<file path="src/rtl/axi_llc_w_line_splitter_pkg.sv">
// Shared types and helpers for the LLC write-path line splitter.
// Holds the descriptor layout, the FSM encoding and the beats-to-line-end arithmetic.
package axi_llc_w_line_splitter_pkg;

    localparam int unsigned AddrWidth         = 64;
    localparam int unsigned IdWidth           = 4;
    localparam int unsigned WayWidth          = 8;
    localparam int unsigned ByteOffsetLength  = 3;
    localparam int unsigned BlockOffsetLength = 3;
    localparam int unsigned OffsetWidth       = ByteOffsetLength + BlockOffsetLength;
    localparam int unsigned LineBytes         = 2 ** OffsetWidth;

    localparam logic [1:0] BurstFixed = 2'b00;
    localparam logic [1:0] BurstIncr  = 2'b01;
    localparam logic [1:0] BurstWrap  = 2'b10;
    localparam logic [1:0] RespOkay   = 2'b00;
    localparam logic [1:0] RespSlverr = 2'b10;

    typedef logic [AddrWidth-1:0] addr_t;

    typedef struct packed {
        addr_t               a_x_addr;
        logic [7:0]          a_x_len;
        logic [2:0]          a_x_size;
        logic [1:0]          a_x_burst;
        logic [IdWidth-1:0]  a_x_id;
        logic [1:0]          x_resp;
        logic                x_last;
        logic [WayWidth-1:0] way_ind;
    } desc_t;

    typedef enum logic {
        IDLE  = 1'b0,
        SPLIT = 1'b1
    } split_state_e;

    // Beats of the given size that still fit in the current line; 9 bits so a
    // line-aligned start with byte-sized beats cannot overflow.
    function automatic logic [8:0] beats_to_line_end(input logic [OffsetWidth-1:0] offset,
                                                     input logic [2:0] size);
        logic [8:0] bytes_left;
        bytes_left = 9'(LineBytes) - {{(9-OffsetWidth){1'b0}}, offset};
        return bytes_left >> size;
    endfunction

endpackage

</file>
<file path="src/rtl/axi_llc_w_line_splitter.sv">
// Cuts burst-level write descriptors into cache-line-bounded pieces for the LLC write unit.
// Only the final piece of each burst carries x_last so one B response is produced per burst.
module axi_llc_w_line_splitter
    import axi_llc_w_line_splitter_pkg::*;
(
    input  logic  clk_i,
    input  logic  rst_ni,
    input  desc_t desc_i,
    input  logic  desc_valid_i,
    output logic  desc_ready_o,
    output desc_t desc_o,
    output logic  desc_valid_o,
    input  logic  desc_ready_i,
    output logic  dbg_state_o
);

    // Handshakes: a transfer happens on a rising edge where valid and ready are
    // both high; valid never drops and the payload never changes until then.

    split_state_e state_q, state_d;
    desc_t        desc_q;

    logic [8:0] beats_left;
    logic [8:0] rem;
    logic       burst_err;
    logic [7:0] piece_len;
    logic       last_piece;
    logic       out_hs;
    logic       in_hs;
    addr_t      next_line_addr;

    assign beats_left = beats_to_line_end(desc_q.a_x_addr[OffsetWidth-1:0], desc_q.a_x_size);
    assign rem        = {1'b0, desc_q.a_x_len} + 9'd1;
    assign burst_err  = (desc_q.a_x_burst == BurstWrap) || (desc_q.a_x_burst == 2'b11) ||
                        (desc_q.a_x_size > 3'(ByteOffsetLength));

    always_comb begin
        piece_len  = desc_q.a_x_len;
        last_piece = 1'b1;
        if (!burst_err && desc_q.a_x_burst == BurstIncr && rem > beats_left) begin
            piece_len  = 8'(beats_left - 9'd1);
            last_piece = 1'b0;
        end
    end

    assign out_hs         = (state_q == SPLIT) && desc_ready_i;
    assign in_hs          = desc_valid_i && desc_ready_o;
    assign next_line_addr = {desc_q.a_x_addr[AddrWidth-1:OffsetWidth], {OffsetWidth{1'b0}}}
                            + addr_t'(LineBytes);

    always_ff @(posedge clk_i or negedge rst_ni) begin
        if (!rst_ni) begin
            state_q <= IDLE;
        end else begin
            state_q <= state_d;
        end
    end

    always_comb begin
        state_d = state_q;
        case (state_q)
            IDLE:    if (in_hs) state_d = SPLIT;
            SPLIT:   if (out_hs && last_piece) state_d = in_hs ? SPLIT : IDLE;
            default: state_d = IDLE;
        endcase
    end

    always_comb begin
        desc_ready_o = 1'b0;
        desc_valid_o = 1'b0;
        desc_o       = desc_q;
        desc_o.a_x_len = piece_len;
        desc_o.x_last  = last_piece;
        if (burst_err) desc_o.x_resp = RespSlverr;
        case (state_q)
            IDLE:    desc_ready_o = 1'b1;
            SPLIT: begin
                desc_valid_o = 1'b1;
                desc_ready_o = desc_ready_i && last_piece;
            end
            default: desc_ready_o = 1'b0;
        endcase
    end

    // Non-final pieces restart at the next line boundary with the consumed beats removed.
    always_ff @(posedge clk_i or negedge rst_ni) begin
        if (!rst_ni) begin
            desc_q <= '0;
        end else if (in_hs) begin
            desc_q <= desc_i;
        end else if (out_hs && !last_piece) begin
            desc_q.a_x_addr <= next_line_addr;
            desc_q.a_x_len  <= desc_q.a_x_len - (piece_len + 8'd1);
        end
    end

    assign dbg_state_o = state_q;

endmodule

</file>
<file path="config.mk">
export PLATFORM = sky130hd
export DESIGN_NAME = axi_llc_w_line_splitter
export DESIGN_NICKNAME = d
export VERILOG_FILES = /design/src/rtl/axi_llc_w_line_splitter_pkg.sv /design/src/rtl/axi_llc_w_line_splitter.sv
export SDC_FILE = /design/constraint.sdc
export NUM_CORES = 1
export LEC_CHECK = 0
export CORE_MARGIN = 3
export CORE_UTILIZATION = 44
export CTS_CLUSTER_DIAMETER = 50
export DETAILED_ROUTE_END_ITERATION = 8
export PLACE_DENSITY = 0.83
export SLEW_MARGIN = 20
export SYNTH_ARGS = -nofsm -noshare
export SYNTH_HDL_FRONTEND = slang
export SYNTH_SLANG_ARGS = --single-unit
</file>
<file path="constraint.sdc">
create_clock -name clk_i -period 7.21 [get_ports clk_i]
set_input_delay 0.721 -clock clk_i [delete_from_list [all_inputs] [get_ports clk_i]]
set_output_delay 0.721 -clock clk_i [all_outputs]
set_load 0.05 [all_outputs]
</file>
==> flow_summary.yaml <==
outcome:
  status: "finished, final reports clean"
die:
  placement_rows: 44
  die_w_um: 131
  initial_utilization: 0.461
  die-area_um2: 17100
  floorplan.io_pins: 191
  core_um2: 14900
  die_h_um: 131
timing:
  max_slew.worst_pin.slew_ps: 1030
  maxClockFrequency_mhz: 170
  finalSetupViolations: 0
  timing.final.crit_share: 0.818
  final.hold.worst_slack_ps: 251
  clock_skew_ps: 10.6
  slew_violations: 0
  min_period_ps: 5900
  grt_setup_unrepaired: "false"
  hold_viol: 0
  max_slew_margin: 0.312
  fin_setup_tns_ps: 0
finish:
  layout_commonest_cell: "sky130_fd_sc_hd__clkdlybuf4s50_1"
  synthToLayoutAreaGrowth_pct: 24.7
  layout.nets: 1032
  diodes: 0
  final_cell_count_no_fill: 1110
  layout_cells_sized_above_1: 0.0518
  most-common-layout-cells: "188 x sky130_fd_sc_hd__clkdlybuf4s50_1, 149 x sky130_fd_sc_hd__nand2_1, 92 x sky130_fd_sc_hd__dfrtp_1"
  fin_util: 0.575
synthesis:
  synthesized_net_count: 950
  synth_top_cell_by_area: "sky130_fd_sc_hd__dfrtp_1"
  seq_area_frac_synth: 0.336
  synthArstFlopShare: 1.00
  synth-warning-count: 0
  post_syn_area_per_cell_um2: 8.17
  synth_edf_count: 0
  post_synth_num_cell_types: 72
  synthesis.area_um2: 6860
  synth_cells: 839
  synth.ff_latch_count: 92
  synth_top_cells_by_area: "sky130_fd_sc_hd__dfrtp_1 34%, sky130_fd_sc_hd__buf_4 9.1%, sky130_fd_sc_hd__nand2_1 8.2%"
  synth_top_cell_area_share: 0.336
  synth-main-ff-cell: "sky130_fd_sc_hd__dfrtp_1"
worst_setup_path:
  critPathLaunchType: "flop"
  path_class: "reg2reg"
  cpMaxStageDelayCell: "sky130_fd_sc_hd__dfrtp_1"
  cp_slowest_stage_delay_ps: 530
  end_kind: "flop"
  critical_path.max_fanout: 27
  cp.arrival_ps: 6170
  critical_path_required_ps: 7480
place:
  io_buffers: 189
  detailed_place_hpwl_um: 14100
  dpl.cell_count: 1094
  finalWeightedCongestion: 0.886
pwr:
  power-per-cell-area_nw_per_um2: 428
  ir_worst_vdd_mv: 0.249
  finalPower_mw: 3.66
  seq_power_share: 0.258
  netSwitchingFraction: 0.512
  leakagePower_nw: 3.48
  p_comb_frac: 0.606
  p_int_mw: 1.79
  power.switching_mw: 1.87
  clock_power_share: 0.135
global_route:
  grt_max_degree: 78
  grt.overflow.total: 0
  gr-usage-all-layers: 0.227
  grt_antenna_before_repair: 0
  grt_first_pass_wirelength_um: 31100
  first_global_vias: 6143
route:
  dr.pass1.iters: 5
  detail_route.vias_per_cell: 5.85
  via_total_after_detailed_routing: 6494
  post_drt_wl_per_cell_um: 17.9
  drc_violations_left: 0
  routed_wirelength_um: 19900
  drt.antenna.violating_nets: 0
  drt_first_iter_violations: 510
clock_network:
  htree_levels: 3
  cts_hold_buf: 0
  cts_post_setup_buffers_inserted: 0
  cts_tree: "yes"
  post_cts_resized: 0
  tritoncts.num_buffers: 9
  worstSkewPairLatency_ps: 350
  clkTransAtPathRegs_ps: 70
  clockRootBuffer: "sky130_fd_sc_hd__clkbuf_16"
  cts.sinks: 92
  max-clock-path-buffers: 2
worst_hold_path:
  hp-class: "in2async"
job:
  drv_cap: 0
-- flip-flops by register name, indices dropped and copies added (netlist names) --
name	cells
desc_o	81
dbg_state_o	1
desc_q	10
-- power by group through the flow --
stage	Clock [mW]	Sequential, mW	Combinational, mW
finish	0.495	0.945	2.22
global route	0.527	0.981	2.38
CTS	0.507	0.940	2.22
detailed placement	0	0.947	2.21
global placement	0	0.937	2.18
floorplan	0	0.844	1.84
-- final cells by class --
class                           count  area, um2
Inverter                           25       93.8
Multi-Input combinational cell    597       3680
Tap cell                          184        230
Sequential cell                    92       2300
Timing Repair Buffer              196       1940
Clock inverter                      5       58.8
Clock buffer                       11        243
Fill cell                        1328       6320
-- final timing paths --
check | end | start | cells after the start | slack (ps)
max reg2reg | desc_q[27] | desc_o[28] | 27 | 1310
max | desc_q[27] | desc_o[28] | 27 | 1310
min | desc_o[55] | rst_ni | 1 | 250
min reg2reg | desc_q[10] | desc_q[10] | 2 | 480
max in group asynchronous | desc_o[85] | rst_ni | 2 | 5680
min in group clk_i | desc_q[10] | desc_q[10] | 2 | 480
-- critical path, delay by kind of cell (launching register included) --
kind                     cells  cell delay (ps)
AO/OA/AOI/OAI               15             2860
XOR/XNOR                     1              170
adder cells (fa/ha/maj)      3              900
buffers and inverters        3              510
flip-flops                   1              530
AND/OR/NAND/NOR              5              850
-- cell families (layout without fill, tap and decap cells) --
| logic type | after synthesis | count (layout) | share of synthesized area |
|---|---|---|---|
| AND/OR/NAND/NOR | 332 | 332 | 0.232 |
| AO/OA/AOI/OAI | 223 | 223 | 0.236 |
| buffers and inverters | 150 | 237 | 0.129 |
| flip-flops | 92 | 92 | 0.336 |
| XOR/XNOR | 21 | 21 | 0.0288 |
| adder cells (fa/ha/maj) | 15 | 15 | 0.0285 |
| multiplexers | 6 | 6 | 0.00931 |
-- Yosys cell counts, types with 2 or more instances --
library cell                  n
sky130_fd_sc_hd__nand2_1    149
sky130_fd_sc_hd__dfrtp_1     92
sky130_fd_sc_hd__buf_4       83
sky130_fd_sc_hd__o21ai_0     70
sky130_fd_sc_hd__nor2_1      39
sky130_fd_sc_hd__clkbuf_1    38
sky130_fd_sc_hd__nand3_1     34
sky130_fd_sc_hd__a21oi_1     25
sky130_fd_sc_hd__a221o_1     25
sky130_fd_sc_hd__inv_1       24
sky130_fd_sc_hd__nor3_1      21
sky130_fd_sc_hd__a31oi_1     20
sky130_fd_sc_hd__and3_1      20
sky130_fd_sc_hd__and2_1      14
sky130_fd_sc_hd__ha_1        14
sky130_fd_sc_hd__nand4_1     13
sky130_fd_sc_hd__xnor2_1     13
sky130_fd_sc_hd__o311ai_0    12
sky130_fd_sc_hd__nor4_1       9
sky130_fd_sc_hd__a21o_1       8
sky130_fd_sc_hd__nor3b_1      8
sky130_fd_sc_hd__xor2_1       7
sky130_fd_sc_hd__a22oi_1      6
sky130_fd_sc_hd__o211ai_1     6
sky130_fd_sc_hd__nand2b_1     5
sky130_fd_sc_hd__o211a_1      5
sky130_fd_sc_hd__o21ai_1      5
sky130_fd_sc_hd__o31ai_1      5
sky130_fd_sc_hd__a211o_1      4
sky130_fd_sc_hd__a21boi_0     4
sky130_fd_sc_hd__nor2b_1      4
sky130_fd_sc_hd__or3_1        4
sky130_fd_sc_hd__a211oi_1     3
sky130_fd_sc_hd__buf_2        3
sky130_fd_sc_hd__mux2_2       3
sky130_fd_sc_hd__mux2i_1      3
sky130_fd_sc_hd__a2111oi_4    2
sky130_fd_sc_hd__o21a_1       2
sky130_fd_sc_hd__o221ai_1     2
sky130_fd_sc_hd__o311a_1      2
sky130_fd_sc_hd__or2_2        2
-- layer usage --
metal / up-vias / wire length, um / track usage
li1: 3108 / - / -
met1: 3100 / 8610 / 0.310
met2: 245 / 9470 / 0.360
met3: 41 / 1230 / 0.0390
met4: 0 / 574 / 0.0889
met5: - / 0 / 0
-- stage by stage --
step                instance area (um2)  setup slack [ps]
floorplan                          6860              1460
global placement                   8250              1550
detailed placement                 8250              1370
CTS                                8550              1350
global route                       8550               836
finish                             8550              1310
(Power assumes the default switching activity.)
